File: src/rtl/cpu_pkg.sv
// cpu_pkg: definitions shared by the CPU memory subsystem.
//   DEF_DWIDTH / DEF_ADDR_WIDTH : default memory data and address widths
//   port_id_t, PORT_CPU/PORT_DMA : requester identifiers used by the arbiter
//   arb_state_t                  : arbiter states (ARB = open, LOCK0 = CPU owns memory)
package cpu_pkg;

    localparam int DEF_DWIDTH     = 16;
    localparam int DEF_ADDR_WIDTH = 12;

    typedef logic port_id_t;
    localparam port_id_t PORT_CPU = 1'b0;
    localparam port_id_t PORT_DMA = 1'b1;

    typedef enum logic {
        ARB   = 1'b0,
        LOCK0 = 1'b1
    } arb_state_t;

endpackage

File: src/rtl/mem_rd_tag_pipe.sv
// mem_rd_tag_pipe: tracks which port owns each in-flight memory read so the
// read-valid strobe can be routed back to the right requester.
//   clk, reset  : clock, asynchronous active-high reset (drops in-flight reads)
//   i_push      : a read was granted this cycle
//   i_port      : port that was granted the read
//   o_rvalid0/1 : memory read data on the shared bus belongs to port 0 / 1
// A read granted in cycle N is issued in N+1 and its data is valid in
// N+1+RD_LATENCY, so the tag needs RD_LATENCY+1 register stages.
module mem_rd_tag_pipe
    import cpu_pkg::*;
#(
    parameter int RD_LATENCY = 1
) (
    input  logic     clk,
    input  logic     reset,
    input  logic     i_push,
    input  port_id_t i_port,
    output logic     o_rvalid0,
    output logic     o_rvalid1
);

    localparam int DEPTH = RD_LATENCY + 1;

    logic [DEPTH-1:0] vld_p;
    logic [DEPTH-1:0] port_p;

    always_ff @(posedge clk or posedge reset) begin
        if (reset) begin
            vld_p  <= '0;
            port_p <= '0;
        end else begin
            vld_p  <= {vld_p[DEPTH-2:0], i_push};
            port_p <= {port_p[DEPTH-2:0], i_port};
        end
    end

    assign o_rvalid0 = vld_p[DEPTH-1] && (port_p[DEPTH-1] == PORT_CPU);
    assign o_rvalid1 = vld_p[DEPTH-1] && (port_p[DEPTH-1] == PORT_DMA);

endmodule

File: src/rtl/mem_arbiter.sv
// mem_arbiter: shares the single-port instruction/data memory between the
// CPU (port 0) and the DMA/IO engine (port 1).
//   clk, reset                      : clock, asynchronous active-high reset
//   i_req/i_we/i_addr/i_wdata 0/1   : requests, held until the matching o_gnt
//   i_lock0                         : CPU keeps ownership after this access
//   o_gnt0/1                        : request accepted this cycle (combinational)
//   o_rvalid0/1, o_rdata            : read data return, routed to the owner
//   o_mem_ce/we/addr/data, i_mem_data : registered memory port
// Port 0 has fixed priority; port 1 overrides after MAX_WAIT denied cycles,
// except while port 0 holds the lock for an atomic read-modify-write.
module mem_arbiter
    import cpu_pkg::*;
#(
    parameter int DWIDTH     = DEF_DWIDTH,
    parameter int ADDR_WIDTH = DEF_ADDR_WIDTH,
    parameter int RD_LATENCY = 1,
    parameter int MAX_WAIT   = 4
) (
    input  logic                  clk,
    input  logic                  reset,
    input  logic                  i_req0,
    input  logic                  i_we0,
    input  logic [ADDR_WIDTH-1:0] i_addr0,
    input  logic [DWIDTH-1:0]     i_wdata0,
    input  logic                  i_lock0,
    output logic                  o_gnt0,
    output logic                  o_rvalid0,
    input  logic                  i_req1,
    input  logic                  i_we1,
    input  logic [ADDR_WIDTH-1:0] i_addr1,
    input  logic [DWIDTH-1:0]     i_wdata1,
    output logic                  o_gnt1,
    output logic                  o_rvalid1,
    output logic [DWIDTH-1:0]     o_rdata,
    output logic                  o_mem_ce,
    output logic                  o_mem_we,
    output logic [ADDR_WIDTH-1:0] o_mem_addr,
    output logic [DWIDTH-1:0]     o_mem_data,
    input  logic [DWIDTH-1:0]     i_mem_data
);

    localparam logic [3:0] WAIT_SAT = 4'(MAX_WAIT);

    arb_state_t state_q;
    logic [3:0] wait_q;
    logic       starve;

    logic                  grant;
    logic                  sel_we;
    logic [ADDR_WIDTH-1:0] sel_addr;
    logic [DWIDTH-1:0]     sel_wdata;
    port_id_t              sel_port;

    // Grant decision: registered state plus live requests.
    always_comb begin
        o_gnt0 = 1'b0;
        o_gnt1 = 1'b0;
        starve = i_req1 && (wait_q == WAIT_SAT);
        if (!reset) begin
            if (state_q == LOCK0) begin
                o_gnt0 = i_req0;
            end else if (starve) begin
                o_gnt1 = 1'b1;
            end else if (i_req0) begin
                o_gnt0 = 1'b1;
            end else if (i_req1) begin
                o_gnt1 = 1'b1;
            end
        end
    end

    assign grant     = o_gnt0 | o_gnt1;
    assign sel_port  = o_gnt1 ? PORT_DMA : PORT_CPU;
    assign sel_we    = o_gnt1 ? i_we1    : i_we0;
    assign sel_addr  = o_gnt1 ? i_addr1  : i_addr0;
    assign sel_wdata = o_gnt1 ? i_wdata1 : i_wdata0;

    always_ff @(posedge clk or posedge reset) begin
        if (reset) begin
            state_q    <= ARB;
            wait_q     <= '0;
            o_mem_ce   <= 1'b0;
            o_mem_we   <= 1'b0;
            o_mem_addr <= '0;
            o_mem_data <= '0;
        end else begin
            o_mem_ce <= grant;
            o_mem_we <= grant && sel_we;
            // Address and data hold between accesses to avoid needless toggling.
            if (grant) begin
                o_mem_addr <= sel_addr;
                o_mem_data <= sel_wdata;
            end

            // Counts port 1 denials, including those while port 0 holds the lock.
            if (o_gnt1 || !i_req1) begin
                wait_q <= '0;
            end else if (wait_q < WAIT_SAT) begin
                wait_q <= wait_q + 4'd1;
            end

            case (state_q)
                ARB: begin
                    if (o_gnt0 && i_lock0) begin
                        state_q <= LOCK0;
                    end
                end
                LOCK0: begin
                    // In LOCK0 o_gnt0 equals i_req0, so dropping i_lock0 covers
                    // both the unlocking access and an abandoned lock.
                    if (!i_lock0) begin
                        state_q <= ARB;
                    end
                end
                default: state_q <= ARB;
            endcase
        end
    end

    mem_rd_tag_pipe #(
        .RD_LATENCY(RD_LATENCY)
    ) u_tag_pipe (
        .clk       (clk),
        .reset     (reset),
        .i_push    (grant && !sel_we),
        .i_port    (sel_port),
        .o_rvalid0 (o_rvalid0),
        .o_rvalid1 (o_rvalid1)
    );

    assign o_rdata = i_mem_data;

endmodule

File: config.mk
export PLATFORM = sky130hd
export DESIGN_NAME = mem_arbiter
export DESIGN_NICKNAME = d
export VERILOG_FILES = /design/src/rtl/cpu_pkg.sv /design/src/rtl/mem_rd_tag_pipe.sv /design/src/rtl/mem_arbiter.sv
export SDC_FILE = /design/constraint.sdc
export NUM_CORES = 1
export LEC_CHECK = 0
export ABC_AREA = 0
export CORE_MARGIN = 2
export CORE_UTILIZATION = 60
export DETAILED_ROUTE_END_ITERATION = 7
export DONT_BUFFER_PORTS = 1
export GPL_TIMING_DRIVEN = 0
export PLACE_DENSITY = 0.76
export SLEW_MARGIN = 20
export SYNTH_ARGS = -nofsm -noshare
export SYNTH_HDL_FRONTEND = slang
export SYNTH_HIERARCHICAL = 1
export SYNTH_SLANG_ARGS = --single-unit
File: constraint.sdc
create_clock -name clk -period 1.97 [get_ports clk]
set_input_delay 0.591 -clock clk [delete_from_list [all_inputs] [get_ports clk]]
set_output_delay 0.591 -clock clk [all_outputs]
set_load 0.05 [all_outputs]
Word-level counts from Yosys, hierarchy flattened
Cells that the tools add are included.
{"block": "totals", "ff_bits": 39, "in_bits": 79, "wordCells": 42}
{"block": "op_classes", "addsub": 1, "order_cmp": 1, "n_eq_ne": 1, "mux": 18, "n_bitwise": 3, "reduce_logical": 10}
{"op": "$mux W16", "n": 1}
{"op": "$mux W1", "n": 13}
{"op": "$mux W12", "n": 1}
{"op": "$mux W4", "n": 2}
{"op": "$logic_and A1 B1 Y1", "n": 6}
{"op": "$add A4 B1 Y4 const B", "n": 1}
{"op": "$eq A4 B3 Y1 const B", "n": 1}
{"op": "$lt A4 B3 Y1 const B", "n": 1}
{"op": "$logic_not A1 Y1", "n": 2}
{"op": "$not A1 Y1", "n": 2}
{"op": "$pmux W1 S2", "n": 1}
{"op": "$reduce_bool A2 Y1", "n": 1}
{"op": "$logic_or A1 B1 Y1", "n": 1}
{"op": "$or A1 B1 Y1", "n": 1}

Depth between registers and ports, before layout
{"block": "logic_depth", "depth_word": 8, "mapped_depth": 7}

Cells and area by module
Netlist, hierarchy kept.
{"mod": "mem_arbiter", "n_inst": 1, "cells_per_inst": 286, "area_per_inst_um2": 2558.7, "seq_area_each_um2": 875.8}
{"mod": "mem_rd_tag_pipe", "n_inst": 1, "cells_per_inst": 7, "area_per_inst_um2": 120.1, "seq_area_each_um2": 100.1}

Worst setup path before layout
Ideal clock, no wire load.
{"block": "synth_timing", "kind": "input -> output", "from": "in reset", "to": "out o_gnt1", "arrival_ns": 2.303, "required_time_ns": 1.379, "path_slack_ns": -0.924, "stages": 3, "path_buffers": 2, "cell_sequence": "buf_2 > clkbuf_1 > a211oi_1"}
{"block": "synth_via", "elab_chain_cells": 1}
{"item": "from (decl)", "line": "mem_arbiter.sv:20", "source": "input logic reset,"}
{"item": "$mux W1", "line": "mem_arbiter.sv:59", "source": "if (!reset) begin"}
{"item": "to (decl)", "line": "mem_arbiter.sv:32", "source": "output logic o_gnt1,"}
Every way passes these cells.

Worst setup path in the final report
{"block": "layout_timing", "from": "reg wait_q[0]", "to": "out o_gnt1"}
{"block": "layout_via", "elab_chain_cells": 5}
{"item": "from (decl)", "line": "mem_arbiter.sv:45", "source": "logic [3:0] wait_q;"}
{"item": "from (signal assigned)", "line": "mem_arbiter.sv:99", "source": "wait_q <= wait_q + 4'd1;"}
{"item": "$eq A4 B3 Y1", "line": "mem_arbiter.sv:58", "source": "starve = i_req1 && (wait_q == WAIT_SAT);"}
{"item": "$logic_and A1 B1 Y1", "line": "mem_arbiter.sv:58"}
{"item": "$mux W1", "line": "mem_arbiter.sv:62", "source": "end else if (starve) begin"}
{"item": "$mux W1", "line": "mem_arbiter.sv:60", "source": "if (state_q == LOCK0) begin"}
{"item": "$mux W1", "line": "mem_arbiter.sv:59"}
Every way passes these cells.

==> metrics.md <==
| Metric | Value |
|---|---|
| H-tree levels | 2 |
| DP Wirelength | 5078 um |
| CTS sink cnt | 39 |
| Die height | 70.82 um |
| Layout cells sized above 1 | 17.38% |
| Synth top cells by count | 39 x dfrtp_1, 31 x nor2_1, 28 x a32oi_1 |
| Global-route wire length before repair | 11870 um |
| Sequential Power Share | 53.5% |
| Worst ir drop on vdd | between 400 and 500 uV |
| Max_slew headroom | 51.30% |
| Syn avg cell area | 9.143 um2 |
| FMAX | ~430 MHz |
| Gate Count Post-Synth | 293 |
| Inserted Diodes | 0 |
| Tcrit/Tclk final | 117.9% |
| Final setup viols | 2 |
| Leak pwr | between 1 and 1.5 nW |
| Syn. warnings | 6 |
| Area Overhead vs Synth | 9.341% |
| Remaining Overflow, GRT | 0 |
| FFs w/ async S/R, synth | 100.0% |
| Synthesized Nets | 374 |
| Count leader, synth | dfrtp_1 |
| Detailed-route via count | 2499 |
| # IOs | 129 |
| Synth Register Bits | 39 |
| Register area share after synthesis | 36.43% |
| Pins Over Slew Limit | 0 |
| Internal power | ~1.4 mW |
| Sw power | a little over 1 mW |
| Violation count after the first detailed-route iteration | 183 |
| Post-cts hold buffer count | 0 |
| PnR worst setup slack | -0.3519 ns |
| TritonCTS Buffers | 5 |
| Largest net degree at the start of global routing | 45 |
| Post-Place Setup Slack | -0.3205 ns |
| Vias per std cell | 7.000 |
| CTS Root Cell | clkbuf_8 |
| Final Hold Viols | 0 |
| Critical Path RT | 1.38 ns |
| Worst-margin pin slew | 0.7281 ns |
| Worst path arrival time | roughly 1.7 ns |
| Drt wl/cell | 20.64 um |
| Core area | 4324 um2 |
| Synth area leaders | dfrtp_1 36%, o32a_1 10%, a32oi_1 9.2% |
| # nets final | between 300 and 400 |
| Final min period | 2.322 ns |
| Setup CP Type | flop to output port |
| Routability Congestion | 0.8084 |
| RSZ-0062 raised after global routing | true |
| Comb pwr share | 21.9% |
| Worst-path clk slew | 0.08 ns |
| Post-Route WL | between 7000 and 8000 um |
| Later-pin clock latency in the skew report | around 0.28 ns |
| Endpoint type of the worst setup path | output port |
| Vias in the first global route | 2556 |
| Core Rows | 24 |
| Netlist cell types | 38 |
| Post-route clock skew | 0.003311 ns |
| Pwr dens | 837.2 nW/um2 |
| First-pass DRT Iterations | 4 |
| Cell type contributing the most total cell area after synthesis | dfrtp_1 |
| Initial antenna violation count | 0 |
| DRC Markers | 0 |
| # fillers | 374 |
| Clock power share | 24.7% |
| CP startpoint kind | flop |
| Synth top area share | 36.43% |
| Initial Utilization | about three fifths |
| CTS tree | yes |
| Clk buf depth | 2 |
| Sum Neg Setup Slack | -0.5124 ns |
| Critical-path maximum fanout | 5 |
| Max-Cap Viols | 0 |
| IO buf count | 0 |
| EDFF count, synth | 0 |
| Switching share of power | 41.18% |
| Failing checks | negative setup slack |
| Synth Flop Type | dfrtp_1 |
| GRT Total Usage | between 20 and 30% |
| Mapped cell area | roughly 2700 um2 |
| Die ar. | 5015 um2 |
| Worst Hold Class | primary input to async pin |
| Die W | 70.82 um |
| Status | complete, but fails checks |
| Antenna Violating Nets Remaining | 0 |
[final cells by class]
cell class / instances / area, um2 / share of cell area [%]
buffer: 48 / 292.8 / 9.996
clock buffer: 8 / 100.1 / 3.417
inverter: 7 / 26.28 / 0.8971
tap: 52 / 65.06 / 2.221
timing repair buffer: 4 / 30.03 / 1.025
sequential: 39 / 975.9 / 33.32
multi-input combinational: 199 / 1439 / 49.12
[cell families after synthesis]
family,after synthesis,share of synthesized area [%]
AOI/OAI and AO/OA,68,22.56
xor gates and xnor gates,1,0.3270
adders and majority gates,2,0.9340
buffers and inverters,55,11.49
DFF,39,36.43
muxes,1,0.3737
and+or+nand+nor,127,27.88
[path summary, 6_finish.rpt]
kind / from / to / slack, ns / cells past startpoint
max in group asynchronous: reset / state_q$_DFF_PP0_ / 0.96 / 4
hold / removal: reset / u_tag_pipe/vld_p[1]$_DFF_PP0_ / 0.06 / 1
min in group clk: u_tag_pipe/port_p[0]$_DFF_PP0_ / u_tag_pipe/port_p[1]$_DFF_PP0_ / 0.35 / 0
setup / recovery: wait_q[0]$_DFFE_PP0P_ / o_gnt1 / -0.35 / 4
hold reg to reg: u_tag_pipe/port_p[0]$_DFF_PP0_ / u_tag_pipe/port_p[1]$_DFF_PP0_ / 0.35 / 0
setup reg to reg: wait_q[0]$_DFFE_PP0P_ / o_mem_data[15]$_DFFE_PP0P_ / 0.12 / 7
[registers in the layout, indices dropped and copies added, names as in the netlist]
| name | cells |
|---|---|
| o_mem_ce | 1 |
| state_q | 1 |
| wait_q | 4 |
| o_mem_we | 1 |
| u_tag_pipe/port_p | 2 |
| u_tag_pipe/vld_p | 2 |
| o_mem_addr | 12 |
| o_mem_data | 16 |
[timing repair]
item / 4_1_cts / 5_1_grt
resized for setup: 6 / 1
pin swaps: 3 / 3
setup endpoints to repair: 2 / 10
hold endpoints to repair: 0 / 0
gates cloned: 0 / 0
setup buffers: 4 / 1
[cells in the final DEF (no fill, tap or decap), types with 2 or more instances in the layout]
| master | synthesis | layout |
|---|---|---|
| nand2b_1 | 2 | 2 |
| a21oi_1 | 2 | 2 |
| buf_4 | 16 | 20 |
| nor2_1 | 31 | 30 |
| buf_2 | 9 | 8 |
| a32oi_1 | 28 | 28 |
| and3_1 | 27 | 27 |
| nand2_1 | 27 | 27 |
| dfrtp_1 | 39 | 39 |
| and4_1 | 27 | 27 |
| o32a_1 | 27 | 27 |
| inv_2 | 1 | 3 |
| inv_1 | 6 | 4 |
| clkbuf_1 | 19 | 18 |
| nor3b_1 | 2 | 2 |
| o211ai_1 | 3 | 3 |
| clkbuf_8 | 0 | 7 |
| buf_6 | 4 | 5 |
[metal layers]
layer  up-vias  routed length [um]  track usage, %
met5         -                   0               0
met4         0                  46           6.289
met3         4                 828           8.974
met2       135                3455           48.08
met1      1221                3037           37.74
li1       1139                   -               -
[metrics by stage]
step                      cells  instance area [um2]  hold WS (ns)  utilization [%]  power, mW
final                       357                 2929       0.06037            67.74      2.452
after global routing        357                 2929       0.06474            67.74      2.543
after CTS                   357                 2925       0.06220            67.65      2.453
after detailed placement    345                 2771        0.3381            64.09      1.835
after global placement      345                 2771        0.3356            64.09      1.825
after floorplan             293                 2706        0.3312                -      1.733
[critical path: stages, from the launching register on]
cell,delay [ns]
dfrtp_1,0.40
inv_2,0.07
ha_4,0.13
nand3b_1,0.15
a211oi_4,0.70
[power by group through the flow]
stage	registers [mW]	clock network [mW]	logic, mW
2_1_floorplan	1.31	0	0.426
3_3_place_gp	1.33	0	0.497
3_5_place_dp	1.33	0	0.505
4_1_cts	1.31	0.607	0.534
5_1_grt	1.32	0.632	0.588
6_report	1.31	0.605	0.536
(Power assumes the default switching activity.)
